$ cat config.mk
export PLATFORM = sky130hd
export DESIGN_NAME = fak65xx_bank_mapper
export DESIGN_NICKNAME = d
export VERILOG_FILES = /design/src/rtl/fak65xx_bank_mapper.sv
export SDC_FILE = /design/constraint.sdc
export NUM_CORES = 1
export LEC_CHECK = 0
export ABC_AREA = 1
export BUFFER_PORTS_ARGS = -buffer_cell sky130_fd_sc_hd__buf_2
export CAP_MARGIN = 20
export CORE_MARGIN = 4
export CORE_UTILIZATION = 40
export CTS_BUF_LIST = sky130_fd_sc_hd__clkbuf_4
export DETAILED_ROUTE_END_ITERATION = 16
export PLACE_DENSITY = 0.73
export SYNTH_ARGS = -nofsm -noshare
export SYNTH_HDL_FRONTEND = slang
export SYNTH_SLANG_ARGS = --single-unit
$ cat constraint.sdc
create_clock -name clock -period 1.1 [get_ports clock]
set_clock_uncertainty 0.15 [all_clocks]
set_input_delay 0.055 -clock clock [delete_from_list [all_inputs] [get_ports clock]]
set_output_delay 0.055 -clock clock [all_outputs]
set_load 0.02 [all_outputs]
$ cat src/rtl/fak65xx_bank_mapper.sv
// 6509-style bank mapper: execution/indirect bank registers plus an
// indirect-indexed cycle tracker that steers the upper address lines.
module fak65xx_bank_mapper #(
  parameter int unsigned           BANK_WIDTH = 4,
  parameter logic [15:0]           REG_BASE   = 16'h0000,
  parameter logic [BANK_WIDTH-1:0] EXEC_RESET = '1,
  parameter logic [BANK_WIDTH-1:0] IND_RESET  = '1,
  parameter bit                    CMOS_IND   = 1'b0
) (
  input  logic                  clock,
  input  logic                  _reset,
  input  logic                  phi2,
  input  logic                  r_w,
  input  logic [15:0]           address_cpu,
  input  logic [7:0]            data_in,
  output logic [7:0]            data_out,
  output logic                  data_oe,
  input  logic                  rdy,
  input  logic                  sync,
  output logic [BANK_WIDTH-1:0] address_bank,
  output logic                  ind_active
);

  typedef enum logic [2:0] {
    ST_IDLE = 3'd0,
    ST_C2   = 3'd1,
    ST_C3   = 3'd2,
    ST_C4   = 3'd3,
    ST_C5   = 3'd4,
    ST_C6   = 3'd5
  } state_e;

  state_e                state_q, state_d;
  logic                  cmos_q, cmos_d;
  logic [BANK_WIDTH-1:0] exec_q, ind_q;

  logic hit, sel, adv, op_nmos, op_cmos, match;

  assign hit = (address_cpu[15:1] == REG_BASE[15:1]);
  assign sel = address_cpu[0];
  // Writes always complete; only RDY-stretched reads hold the sequence.
  assign adv = rdy | ~r_w;

  assign op_nmos = (data_in == 8'hB1) || (data_in == 8'h91);
  assign op_cmos = CMOS_IND && ((data_in == 8'hB2) || (data_in == 8'h92));
  assign match   = sync & adv & (op_nmos | op_cmos);

  always_ff @(posedge clock or negedge _reset) begin
    if (!_reset) begin
      exec_q <= EXEC_RESET;
      ind_q  <= IND_RESET;
    end else if (hit && !r_w) begin
      if (sel) ind_q  <= data_in[BANK_WIDTH-1:0];
      else     exec_q <= data_in[BANK_WIDTH-1:0];
    end
  end

  always_ff @(posedge clock or negedge _reset) begin
    if (!_reset) begin
      state_q <= ST_IDLE;
      cmos_q  <= 1'b0;
    end else begin
      state_q <= state_d;
      cmos_q  <= cmos_d;
    end
  end

  always_comb begin
    state_d = state_q;
    cmos_d  = cmos_q;
    if (adv) begin
      unique case (state_q)
        ST_IDLE: state_d = ST_IDLE;
        ST_C2:   state_d = ST_C3;
        ST_C3:   state_d = ST_C4;
        ST_C4:   state_d = ST_C5;
        // (zp) forms are one cycle shorter: no extra indirect cycle.
        ST_C5:   state_d = cmos_q ? ST_IDLE : ST_C6;
        ST_C6:   state_d = ST_IDLE;
        default: state_d = ST_IDLE;
      endcase
    end
    if (match) begin
      state_d = ST_C2;
      cmos_d  = op_cmos;
    end
  end

  // In C6 a SYNC means LDA finished without a page cross: back to exec bank.
  assign ind_active   = (state_q == ST_C5) || ((state_q == ST_C6) && !sync);
  assign address_bank = ind_active ? ind_q : exec_q;

  always_comb begin
    data_out = 8'hFF;
    data_out[BANK_WIDTH-1:0] = sel ? ind_q : exec_q;
  end

  assign data_oe = hit & r_w & phi2;

endmodule
### After elaboration in Yosys (flattened, before gate mapping)

Cells that the tools add are included.

* bitwise operators: 7
* reductions and logical operators: 10
* equality and inequality tests: 7
* mux-type cells: 5

Operators with widths (count)
* == test 8 bit (second input constant): 2
* zero test 15 bit: 1
* one-hot mux 3 bit (4 select lines): 1
* two-way mux 4 bit: 2
* == test 3 x 2 -> 1 bit (second input constant): 2
* == test 3 bit (second input constant): 2
* two-way mux 3 bit: 2
* AND 1 bit: 4
* AND reduction 2 bit: 2
* == test 3 x 1 -> 1 bit (second input constant): 1
* logical AND 1 bit: 2
* zero test 1 bit: 2
* logical OR 1 bit: 2
* inverter 1 bit: 2
* nonzero test 2 bit: 1
* bitwise OR 1 bit: 1

* word-level logic and storage cells: 32
* input bits: 30
* output and inout port bits: 14
* bits in registers: 11

### Depth between registers and ports, before layout

Gate-level depths: netlist (run 1).

* depth in word-level cells: 5
* mapped depth: 7
* depth with buffers taken out: 7

### Worst setup path after synthesis (run 1)

OpenSTA, ideal clock, no wires.

* kind: register to output
* from: reg state_q[0]
* to: out address_bank[1]
* setup slack: -0.297 ns
* stages on the path, launching flop included: 5
* buffers on the path: 0
* required time: 0.895 ns
* data arrival time: 1.192 ns
* path through: dfrtp_1 nand2_1 nand3_1 inv_1 o21ai_0

* cells in the longest elaborated chain, start to end: 4
* elaborated cells between the ends (all ways): 5
* classes of those cells: 2 x eq/ne; 1 x mux; 2 x reduce/logical

RTL lines
* from (decl): RTL line 33 `state_e state_q, state_d;`
* from (signal assigned): RTL line 63 `state_q <= state_d;`
* == test 3 bit: RTL line 90 `assign ind_active = (state_q == ST_C5) || ((state_q == ST_C6) && !sync);`
* logical AND 1 bit: RTL line 90
* logical OR 1 bit *: RTL line 90
* named net ind_active: RTL line 21 `output logic ind_active`
* two-way mux 4 bit *: RTL line 91 `assign address_bank = ind_active ? ind_q : exec_q;`
* to (decl): RTL line 20 `output logic [BANK_WIDTH-1:0] address_bank,`

Mark *: on every way through the listed nets, which the timed path passes. The rest lies on a longest branch.

### Worst setup path after layout (run 1)

* from: reg state_q[1]
* to: out address_bank[2]

* cells in the longest elaborated chain, start to end: 4
* elaborated cells between the ends (all ways): 5
* classes of those cells: 2 x eq/ne; 1 x mux; 2 x reduce/logical

RTL lines (RTL line)
* == test 3 bit: 90
* logical AND 1 bit: 90
* logical OR 1 bit *: 90
* two-way mux 4 bit *: 91

Every way passes the cells marked *; elsewhere a longest branch is shown, timed or not.

==> flow_metrics.py, run 1 <==
metrics = {
    "run_status": {
        "status": "finished, violations left",
        "violations": "hold timing, setup timing",
    },
    "detailed_routing": {
        "first_iter_violations": 26,
        "drt-pass1-iter-count": 5,
        "wire_per_inst_um": 11.83,
        "routed_wl_um": 2259,
        "viasPerCell": 4.770,
        "antenna_left": 0,
        "vias": 911,
        "drc": 0,
    },
    "yosys": {
        "synth_common_cells": "nand2_1 (31), nor2_1 (21), inv_1 (11)",
        "synth_flop_cell": "dfstp_2",
        "yosysTopAreaCellShare_pct": 27.45,
        "ys_ff_latch": 11,
        "async_reset_ff_share_pct": 100.0,
        "seq_area_frac_synth_pct": 37.25,
        "yosys.cell_count.top_type": "nand2_1",
        "yosysUniqueCellTypes": 20,
        "syn-cell-area_um2": 765.7,
        "syn_inst": 112,
        "synth_largest_area_cell": "dfstp_2",
        "ys_top_cells_by_area": "dfstp_2 (27%), nand2_1 (15%), nor2_1 (10%)",
        "synth_edf_count": 0,
        "synth-warning-count": 0,
        "syn_area_per_cell_um2": 6.837,
    },
    "timing": {
        "rsz0062_at_grt": "yes",
        "fmax_ghz": 0.6914,
        "fin_ws_ps": -346.4,
        "fin_hold_ws_ps": -21.48,
        "fin_crit_sh_pct": 131.5,
        "setup_viol": 12,
        "hold_viol": 7,
        "period_needed_ps": 1446,
        "maxSlewViolCount": 0,
    },
    "clocking": {
        "htree_levels": 1,
        "numCtsBuffers": 3,
        "cts.clk_slew.worst_paths_ps": 80,
        "postCtsHoldBufs": 7,
        "clock-sinks": 11,
        "clk_latency_ps": 260,
        "cts_root_buf": "clkbuf_4",
        "ctsLongestPathBuffers": 2,
        "cts_tree": "done",
    },
    "critical_path": {
        "path_class": "flop to output pin",
        "cp.arrival_ps": 1240,
        "critPathLaunchType": "flop",
        "r2r-start": "state_q[0]$_DFFE_PN0P_",
        "worstPathRequired_ps": 890,
        "startpoint": "state_q[1]$_DFFE_PN0P_",
        "r2r_slack_ps": -220,
        "worstSetupEndpointType": "output pin",
        "critPathMaxFanout": 7,
    },
    "die": {
        "row_count": 15,
        "die_h_um": 51.76,
        "initial_core_util_pct": 43.40,
        "die_x_um": 51.76,
        "die_area_um2": 2679,
        "coreArea_um2": 1764,
        "io_pins": 44,
    },
    "cells_and_area": {
        "num-nets-final": 197,
        "diodes": 0,
        "area_delta_synth_final_pct": 60.13,
        "drive_gt1_share_pct": 50.00,
    },
    "global_route": {
        "track_usage_pct": 18.58,
        "grt_max_degree": 12,
        "grt_pass1_vias": 902,
        "grt.overflow.total": 0,
        "grt_pass1_wl_um": 3760,
        "antenna_found_initial": 0,
    },
    "placed_design": {
        "dp_slack_ps": -137.8,
        "gp_congestion": 0.7822,
        "dpl.hpwl_um": 1574,
        "io_buffer_count": 38,
    },
    "power_and_ir_drop": {
        "ir_worst_vdd_uv": 1260,
        "p_leak_nw": 0.6202,
        "power_density_nw_per_um2": 1321,
    },
    "worst_hold_path": {
        "hold_class": "input port to flop",
        "min_from": "r_w",
    },
    "run": {
        "maxCapViolCount": 0,
    },
}
## cell usage in the layout, fill, tap and decap left out, drive strengths merged
cell         count
buf             45
nand2           33
nor2            25
inv             11
nand3           10
o21ai            9
dfstp            8
dlygate4sd3      7
conb             4
clkbuf           4
nand4            3
dfrtp            3
clkinv           1
a21oi            1
o22ai            1
nor3             1
## cell type report
type	count	area, um^2
timing repair buffer	52	365.4
multi-input combinational	87	462.9
fill	158	538.0
tap	25	31.28
clock buffer	4	30.03
sequential	11	286.5
inverter	12	50.05
## critical path: stages (launching register included)
cell and delay (ps):
dfrtp_1 410, inv_2 100, nand3_4 100, inv_6 100, nand2_2 40, o21ai_1 60, buf_4 150
## registers in the layout, summed over array words and instances, names as in the netlist
name,cells
exec_q,4
ind_q,4
state_q,3
## per-layer routing
| metal | share of wire [%] | routed length (um) | global-route usage [%] | vias up |
|---|---|---|---|---|
| li1 | - | - | - | 453 |
| met1 | 38 | 864 | 20.89 | 410 |
| met2 | 55 | 1239 | 34.53 | 42 |
| met3 | 6.1 | 138 | 2.865 | 6 |
| met4 | 0.75 | 17 | 7.424 | 0 |
| met5 | 0 | 0 | 0 | - |
## kinds of logic (layout without fill, tap and decap cells)
| family | Yosys count | in the layout | share of synthesized area [%] |
|---|---|---|---|
| other cells | 1 | 4 | 0.4897 |
| simple gates | 72 | 72 | 44.45 |
| flops | 11 | 11 | 37.25 |
| compound gates | 11 | 11 | 7.352 |
| buf+inv | 17 | 68 | 10.46 |
## worst paths after layout
| check | end | depth (start not counted) |
|---|---|---|
| max reg2reg | state_q[2]$_DFFE_PN0P_ | 6 |
| min reg2reg | exec_q[2]$_DFFE_PN1P_ | 2 |
| max | address_bank[2] | 6 |
| min in group asynchronous | state_q[0]$_DFFE_PN0P_ | 2 |
| min | ind_q[0]$_DFFE_PN1P_ | 4 |
| max in group asynchronous | ind_q[1]$_DFFE_PN1P_ | 2 |
## through the flow
stage          setup TNS (ps)  total power, mW  utilization (%)  area [um^2]  instances
4_1_cts                 -3009            1.402            64.68         1141        190
5_1_grt                 -3808            1.723            69.50         1226        191
6_report                -3009            1.620            69.50         1226        191
3_3_place_gp           -392.2           0.9958            56.74         1001        178
3_5_place_dp           -735.9            1.022            56.74         1001        178
2_1_floorplan          -377.2           0.8150                -        777.0        115
## repair_timing
action	CTS	global route
buffers inserted	1	1
endpoints found under the hold margin	20	2
resized for setup	17	23
pin swaps	6	6
setup endpoints to repair	12	12
## power breakdown
group | internal (mW) | leakage, nW | switching (mW) | total, mW
sequential | 0.464 | 0.118 | 0.0716 | 0.535
combinational | 0.365 | 0.484 | 0.414 | 0.778
clock | 0.165 | 0.0184 | 0.141 | 0.306
Power figures use the tool's default switching activity.
==> run 2, diff against run 1 <==
--- a/config.mk
+++ b/config.mk
@@ -5,14 +5,13 @@
 export SDC_FILE = /design/constraint.sdc
 export NUM_CORES = 1
 export LEC_CHECK = 0
-export ABC_AREA = 1
 export BUFFER_PORTS_ARGS = -buffer_cell sky130_fd_sc_hd__buf_2
 export CAP_MARGIN = 20
 export CORE_MARGIN = 4
 export CORE_UTILIZATION = 40
 export CTS_BUF_LIST = sky130_fd_sc_hd__clkbuf_4
 export DETAILED_ROUTE_END_ITERATION = 16
-export PLACE_DENSITY = 0.73
+export PLACE_DENSITY = 0.74
 export SYNTH_ARGS = -nofsm -noshare
 export SYNTH_HDL_FRONTEND = slang
 export SYNTH_SLANG_ARGS = --single-unit
==> run 2 against run 1 <==
The run ends with setup timing left; synthesized area decreased by 4.2%; worst hold slack improved by 74 ps; combinational power increased by 14%; routed wire length increased by 3.9%; non-clock buffer count increased by 13; synthesized cell count is 45% lower; critical path depth down 1; fmax shrank 10%; power grew 3.2%; global-route usage is 0.73 points higher; utilization increased by 12 points; critical path type unchanged; largest cell class unchanged; largest power group unchanged.
==> flow_metrics.py, run 2 <==
metrics = {
    "detailed_routing": {
        "drt-pass1-iter-count": 2,
        "vias": 768,
        "viasPerCell": 4.955,
        "wire_per_inst_um": 15.14,
        "antenna_left": 0,
        "first_iter_violations": 5,
        "drc": 0,
        "routed_wl_um": 2347,
    },
    "timing": {
        "fin_ws_ps": -515.9,
        "setup_viol": 21,
        "hold_viol": 0,
        "maxSlewViolCount": 0,
        "fin_hold_ws_ps": 52.14,
        "fin_crit_sh_pct": 146.9,
        "period_needed_ps": 1616,
        "rsz0062_at_grt": "yes",
        "fmax_ghz": 0.6189,
    },
    "global_route": {
        "grt_pass1_vias": 843,
        "grt.overflow.total": 0,
        "grt.busiest_layer": "met2",
        "use_met1_pct": 22.14,
        "grtUsageMet3_pct": 2.915,
        "track_usage_pct": 19.32,
        "grt_pass1_wl_um": 3732,
        "grt_max_degree": 12,
        "antenna_found_initial": 0,
        "grt_use_met2_pct": 36.74,
    },
    "power_and_ir_drop": {
        "p_clk_share_pct": 17.5,
        "p_int_mw": 1.147,
        "swShare_pct": 31.40,
        "power.switching_uw": 525.2,
        "ir_worst_vdd_uv": 1299,
        "power_density_nw_per_um2": 1186,
        "p_leak_nw": 0.6840,
        "seq_power_share_pct": 29.4,
        "p_comb_share_pct": 53.0,
    },
    "die": {
        "die_area_um2": 2582,
        "io_pins": 44,
        "row_count": 15,
        "coreArea_um2": 1727,
        "die_x_um": 50.82,
        "die_h_um": 50.82,
        "initial_core_util_pct": 42.46,
    },
    "cells_and_area": {
        "largestRegisters": "exec_q x4, ind_q x4, state_q x3",
        "drive_gt1_share_pct": 80.00,
        "layout_common_cells": "buf_2 (24), buf_6 (20), buf_4 (16)",
        "mostFrequentLayoutCell": "buf_2",
        "diodes": 0,
        "num-nets-final": 161,
        "area_delta_synth_final_pct": 92.32,
        "final_core_utilization_pct": 81.67,
        "finalInstanceArea_um2": 1410,
    },
    "worst_hold_path": {
        "hold_class": "input port to async pin",
    },
    "yosys": {
        "synth_edf_count": 0,
        "synth-compound-area-share_pct": 4.266,
        "yosys.cell_count.top_type": "mux2_2",
        "syn-cell-area_um2": 733.2,
        "seq_area_frac_synth_pct": 38.91,
        "async_reset_ff_share_pct": 100.0,
        "synth_xor_area_share_pct": 1.195,
        "synth_largest_area_cell": "dfstp_2",
        "synth.area.mux_share_pct": 24.57,
        "ys_ff_latch": 11,
        "synth_common_cells": "mux2_2 (16), dfstp_2 (8), buf_4 (4)",
        "yosysUniqueCellTypes": 25,
        "synth_simple_gate_area_share_pct": 25.94,
        "ys_top_cells_by_area": "dfstp_2 (29%), mux2_2 (25%), dfrtp_1 (10%)",
        "syn_area_per_cell_um2": 11.83,
        "synth_flop_cell": "dfstp_2",
        "synth-warning-count": 0,
        "synth_top_family_by_area": "simple AND/OR/NAND/NOR gates",
        "syn_inst": 62,
        "yosysTopAreaCellShare_pct": 28.67,
        "synth-adder-area-share_pct": 0,
    },
    "critical_path": {
        "slowest_stage": "dfrtp_1",
        "worstSetupEndpointType": "output pin",
        "cp_num_buf_inv": 2,
        "r2r-start": "state_q[1]$_DFFE_PN0P_",
        "path_class": "flop to output pin",
        "critPathMaxFanout": 5,
        "crit_path_cell_trace": "nand2_1, nand3b_1, buf_6, mux2_4, buf_6",
        "critPathLaunchType": "flop",
        "endpoint": "address_bank[3]",
        "worstPathRequired_ps": 890,
        "path_depth": 5,
        "cp.arrival_ps": 1410,
        "r2r_cells": 5,
        "cp_top_family": "flip-flops",
        "crit_path_max_incr_delay_ps": 390,
        "startpoint": "state_q[0]$_DFFE_PN0P_",
        "regToRegEndpoint": "state_q[1]$_DFFE_PN0P_",
        "r2r_slack_ps": -470,
        "cp_common_cell": "buf_6",
    },
    "placed_design": {
        "gp_congestion": 0.7584,
        "io_buffer_count": 38,
        "placedInstanceArea_um2": 1062,
        "dpl.hpwl_um": 1472,
        "dp_slack_ps": -581.2,
    },
    "clocking": {
        "clock-sinks": 11,
        "cts_tree": "done",
        "numCtsBuffers": 3,
        "cts.clk_slew.worst_paths_ps": 70,
        "clk_latency_ps": 250,
        "htree_levels": 1,
        "ctsLongestPathBuffers": 2,
        "cts_root_buf": "clkbuf_4",
    },
    "run_status": {
        "violations": "setup timing",
        "status": "finished, violations left",
    },
    "run": {
        "maxCapViolCount": 0,
    },
}
run 2: changes by cell type in the layout (fill, tap and decap cells not counted), moves of 3 or more:
cell,previous run,this run
mux2_2,0,5
buf_4,8,16
nor2_1,19,1
o21ai_1,4,1
inv_2,5,1
nand2_1,27,3
o21ai_2,5,0
inv_1,5,0
buf_6,8,20
nand3_1,9,0
buf_2,29,24
nand2_2,5,0
nand4_1,3,0
mux2_4,0,11
run 2: cell type report:
| class | instances | area (um^2) |
|---|---|---|
| tap | 25 | 31.28 |
| clock buffer | 4 | 30.03 |
| sequential | 11 | 285.3 |
| inverter | 1 | 3.754 |
| multi-input combinational | 49 | 544.3 |
| timing repair buffer | 65 | 515.5 |
| fill | 113 | 316.6 |
run 2: per-stage QoR:
| step | power, mW | TNS, ps | instances |
|---|---|---|---|
| 6_report | 1.673 | -6954 | 155 |
| 5_1_grt | 1.762 | -7629 | 155 |
| 4_1_cts | 1.619 | -6722 | 154 |
| 3_5_place_dp | 1.067 | -7151 | 137 |
| 3_3_place_gp | 1.040 | -6858 | 137 |
| 2_1_floorplan | 0.8194 | -3792 | 65 |
run 2: worst min path at each step:
stage	startpoint	endpoint	slack [ps]	cells after the start
2_1_floorplan	_reset	state_q[0]$_DFFE_PN0P_	-390	0
3_3_place_gp	_reset	state_q[2]$_DFFE_PN0P_	-220	1
3_5_place_dp	_reset	state_q[0]$_DFFE_PN0P_	-220	1
4_1_cts	_reset	state_q[0]$_DFFE_PN0P_	40	2
5_1_grt	_reset	state_q[0]$_DFFE_PN0P_	90	2
6_report	_reset	state_q[0]$_DFFE_PN0P_	50	2
run 2: what timing repair did:
action	4_1_cts	5_1_grt
endpoints found under the hold margin	19	0
setup endpoints to repair	21	21
buffers inserted	8	1
gates resized for setup	44	7
hold buffers	5	0
pin swaps	8	5
run 2: cell families after synthesis:
logic type | count (synthesis)
AND/OR/NAND/NOR | 23
multiplexers | 16
flip-flops | 11
AO/OA/AOI/OAI | 5
buffers and inverters | 5
XOR/XNOR | 1
other | 1
run 2: routing by layer:
layer / routed length (um) / vias to the layer above
met5: 0 / -
met4: 27 / 0
met3: 145 / 4
met2: 1268 / 33
met1: 906 / 366
li1: - / 365
run 2: power by group through the flow:
stage / sequential (mW) / clock, mW / combinational [mW]
final: 0.492 / 0.293 / 0.887
after global routing: 0.494 / 0.311 / 0.956
after CTS: 0.491 / 0.300 / 0.828
after detailed placement: 0.502 / 0 / 0.565
after global placement: 0.502 / 0 / 0.539
after floorplan: 0.533 / 0 / 0.286
==> run 3, diff against run 2 <==
--- a/config.mk
+++ b/config.mk
@@ -12,6 +12,7 @@
 export CTS_BUF_LIST = sky130_fd_sc_hd__clkbuf_4
 export DETAILED_ROUTE_END_ITERATION = 16
 export PLACE_DENSITY = 0.74
+export SETUP_SLACK_MARGIN = 0.15
 export SYNTH_ARGS = -nofsm -noshare
 export SYNTH_HDL_FRONTEND = slang
 export SYNTH_SLANG_ARGS = --single-unit
==> run 3 against run 2 <==
The flow finishes with violations (hold timing, setup timing); power shrank 0.40%; via count shrank 4.3%; setup slack about the same; sequential cell count unchanged; combinational power is 2% lower; register-to-register slack about the same; sequential power rose by 2%; non-clock buffer count is 6 lower; design area shrank 3.9%.
==> flow_metrics.py, run 3 (synthesis results as in run 2) <==
metrics = {
    "power_and_ir_drop": {
        "total_power_mw": 1.666,
        "p_leak_nw": 0.6546,
        "p_int_mw": 1.124,
        "seq_power_share_pct": 30.0,
        "swShare_pct": 32.53,
        "power.switching_uw": 541.8,
        "p_clk_share_pct": 17.6,
        "p_comb_share_pct": 52.4,
        "power_density_nw_per_um2": 1229,
        "ir_worst_vdd_uv": 1108,
    },
    "critical_path": {
        "critPathMaxFanout": 5,
        "crit_path_cell_trace": "nand3b_1, buf_6, mux2_4, buf_6",
        "crit_path_max_incr_delay_ps": 390,
        "critPathLaunchType": "flop",
        "path_depth": 4,
        "path_class": "flop to output pin",
        "r2r_slack_ps": -480,
        "startpoint": "state_q[1]$_DFFE_PN0P_",
        "r2r-start": "state_q[1]$_DFFE_PN0P_",
        "slowest_stage": "dfrtp_1",
        "worstSetupEndpointType": "output pin",
        "regToRegEndpoint": "state_q[1]$_DFFE_PN0P_",
        "cp.arrival_ps": 1410,
        "cp_common_cell": "buf_6",
        "cp_num_buf_inv": 2,
        "r2r_cells": 5,
        "cp_top_family": "flip-flops",
        "worstPathRequired_ps": 890,
    },
    "clocking": {
        "clock-sinks": 11,
        "cts_root_buf": "clkbuf_4",
        "ctsLongestPathBuffers": 2,
        "clk_latency_ps": 260,
        "htree_levels": 1,
        "cts_tree": "done",
        "cts.clk_slew.worst_paths_ps": 70,
        "numCtsBuffers": 3,
    },
    "placed_design": {
        "placedInstanceArea_um2": 1062,
        "dpl.hpwl_um": 1546,
        "io_buffer_count": 38,
        "dp_cells": 137,
        "gp_congestion": 0.7647,
    },
    "cells_and_area": {
        "num-nets-final": 155,
        "finalInstanceArea_um2": 1355,
        "drive_gt1_share_pct": 82.26,
        "mostFrequentLayoutCell": "buf_2",
        "final_core_utilization_pct": 78.48,
        "final_cells": 149,
        "largestRegisters": "exec_q x4, ind_q x4, state_q x3",
        "diodes": 0,
        "layout_common_cells": "buf_2 (25), buf_6 (18), buf_4 (14)",
        "area_delta_synth_final_pct": 84.81,
        "n_fill_cell": 116,
    },
    "die": {
        "initial_core_util_pct": 42.46,
        "die_h_um": 50.82,
        "row_count": 15,
        "die_area_um2": 2582,
        "die_x_um": 50.82,
        "coreArea_um2": 1727,
        "io_pins": 44,
    },
    "timing": {
        "fin_hold_ws_ps": -82.99,
        "fmax_ghz": 0.6188,
        "hold_viol": 6,
        "period_needed_ps": 1616,
        "rsz0062_at_grt": "yes",
        "fin_ws_ps": -516.0,
        "fin_crit_sh_pct": 146.9,
        "setup_viol": 21,
        "maxSlewViolCount": 0,
    },
    "worst_hold_path": {
        "min_from": "data_in[2]",
        "hold_class": "input port to flop",
        "hold_depth": 2,
        "whs_endpoint": "exec_q[2]$_DFFE_PN1P_",
    },
    "global_route": {
        "grt.busiest_layer": "met2",
        "grt_pass1_wl_um": 3746,
        "track_usage_pct": 19.07,
        "antenna_found_initial": 0,
        "grt_max_degree": 12,
        "grtUsageMet3_pct": 4.082,
        "grt_pass1_vias": 827,
        "grt_use_met2_pct": 37.17,
        "grt.overflow.total": 0,
        "use_met1_pct": 20.84,
    },
    "run": {
        "maxCapViolCount": 0,
    },
    "detailed_routing": {
        "wire_per_inst_um": 15.11,
        "routed_wl_um": 2251,
        "vias": 735,
        "viasPerCell": 4.933,
        "first_iter_violations": 6,
        "drc": 0,
        "drt-pass1-iter-count": 4,
        "antenna_left": 0,
    },
    "run_status": {
        "violations": "hold timing, setup timing",
        "status": "finished, violations left",
    },
}
## run 3: what timing repair did
| action | 4_1_cts | 5_1_grt |
|---|---|---|
| hold buffers | 1 | 1 |
| cloned | 0 | 0 |
| buffers inserted | 5 | 1 |
| resized for setup | 41 | 9 |
| setup endpoints to repair | 21 | 21 |
| endpoints found under the hold margin | 19 | 8 |
| pin swaps | 10 | 7 |
## run 3: worst max-delay path by stage
stage / end / slack (ps)
2_1_floorplan: exec_q[0]$_DFFE_PN1P_ / -410
3_3_place_gp: exec_q[2]$_DFFE_PN1P_ / -560
3_5_place_dp: exec_q[0]$_DFFE_PN1P_ / -580
4_1_cts: address_bank[0] / -500
5_1_grt: address_bank[3] / -550
6_report: address_bank[3] / -520
## run 3: routing by layer
layer | vias to the layer above | routed length [um]
met5 | - | 0
met4 | 0 | 10
met3 | 2 | 161
met2 | 31 | 1207
met1 | 354 | 871
li1 | 348 | -
## run 3: worst register-to-register path, delay by kind of cell (launching register included)
| family | cells | cell delay (ps) |
|---|---|---|
| AO/OA/AOI/OAI | 2 | 230 |
| buffers and inverters | 2 | 250 |
| flip-flops | 1 | 390 |
| AND/OR/NAND/NOR | 1 | 500 |
## run 3: area by class of cell
type	instances	area, um^2	share of cell area (%)
multi-input combinational	49	551.8	40.72
sequential	11	285.3	21.05
tap	25	31.28	2.308
clock buffer	4	30.03	2.216
timing repair buffer	59	452.9	33.43
inverter	1	3.754	0.2770
## run 3: per-stage QoR
stage	TNS [ps]	hold WS (ps)	setup WS [ps]
4_1_cts	-6142	-91.20	-498.4
6_report	-6454	-82.99	-516.0
3_5_place_dp	-7220	-219.5	-581.6
3_3_place_gp	-6884	-220.0	-557.0
5_1_grt	-7174	-83.55	-551.5
2_1_floorplan	-3873	-390.6	-405.5
## run 3: power by group through the flow
stage               Clock (mW)  Sequential, mW  Combinational (mW)
finish                   0.294           0.500               0.873
global route             0.323           0.503               0.939
CTS                      0.303           0.496               0.769
detailed placement           0           0.516               0.550
global placement             0           0.511               0.536
floorplan                    0           0.533               0.289
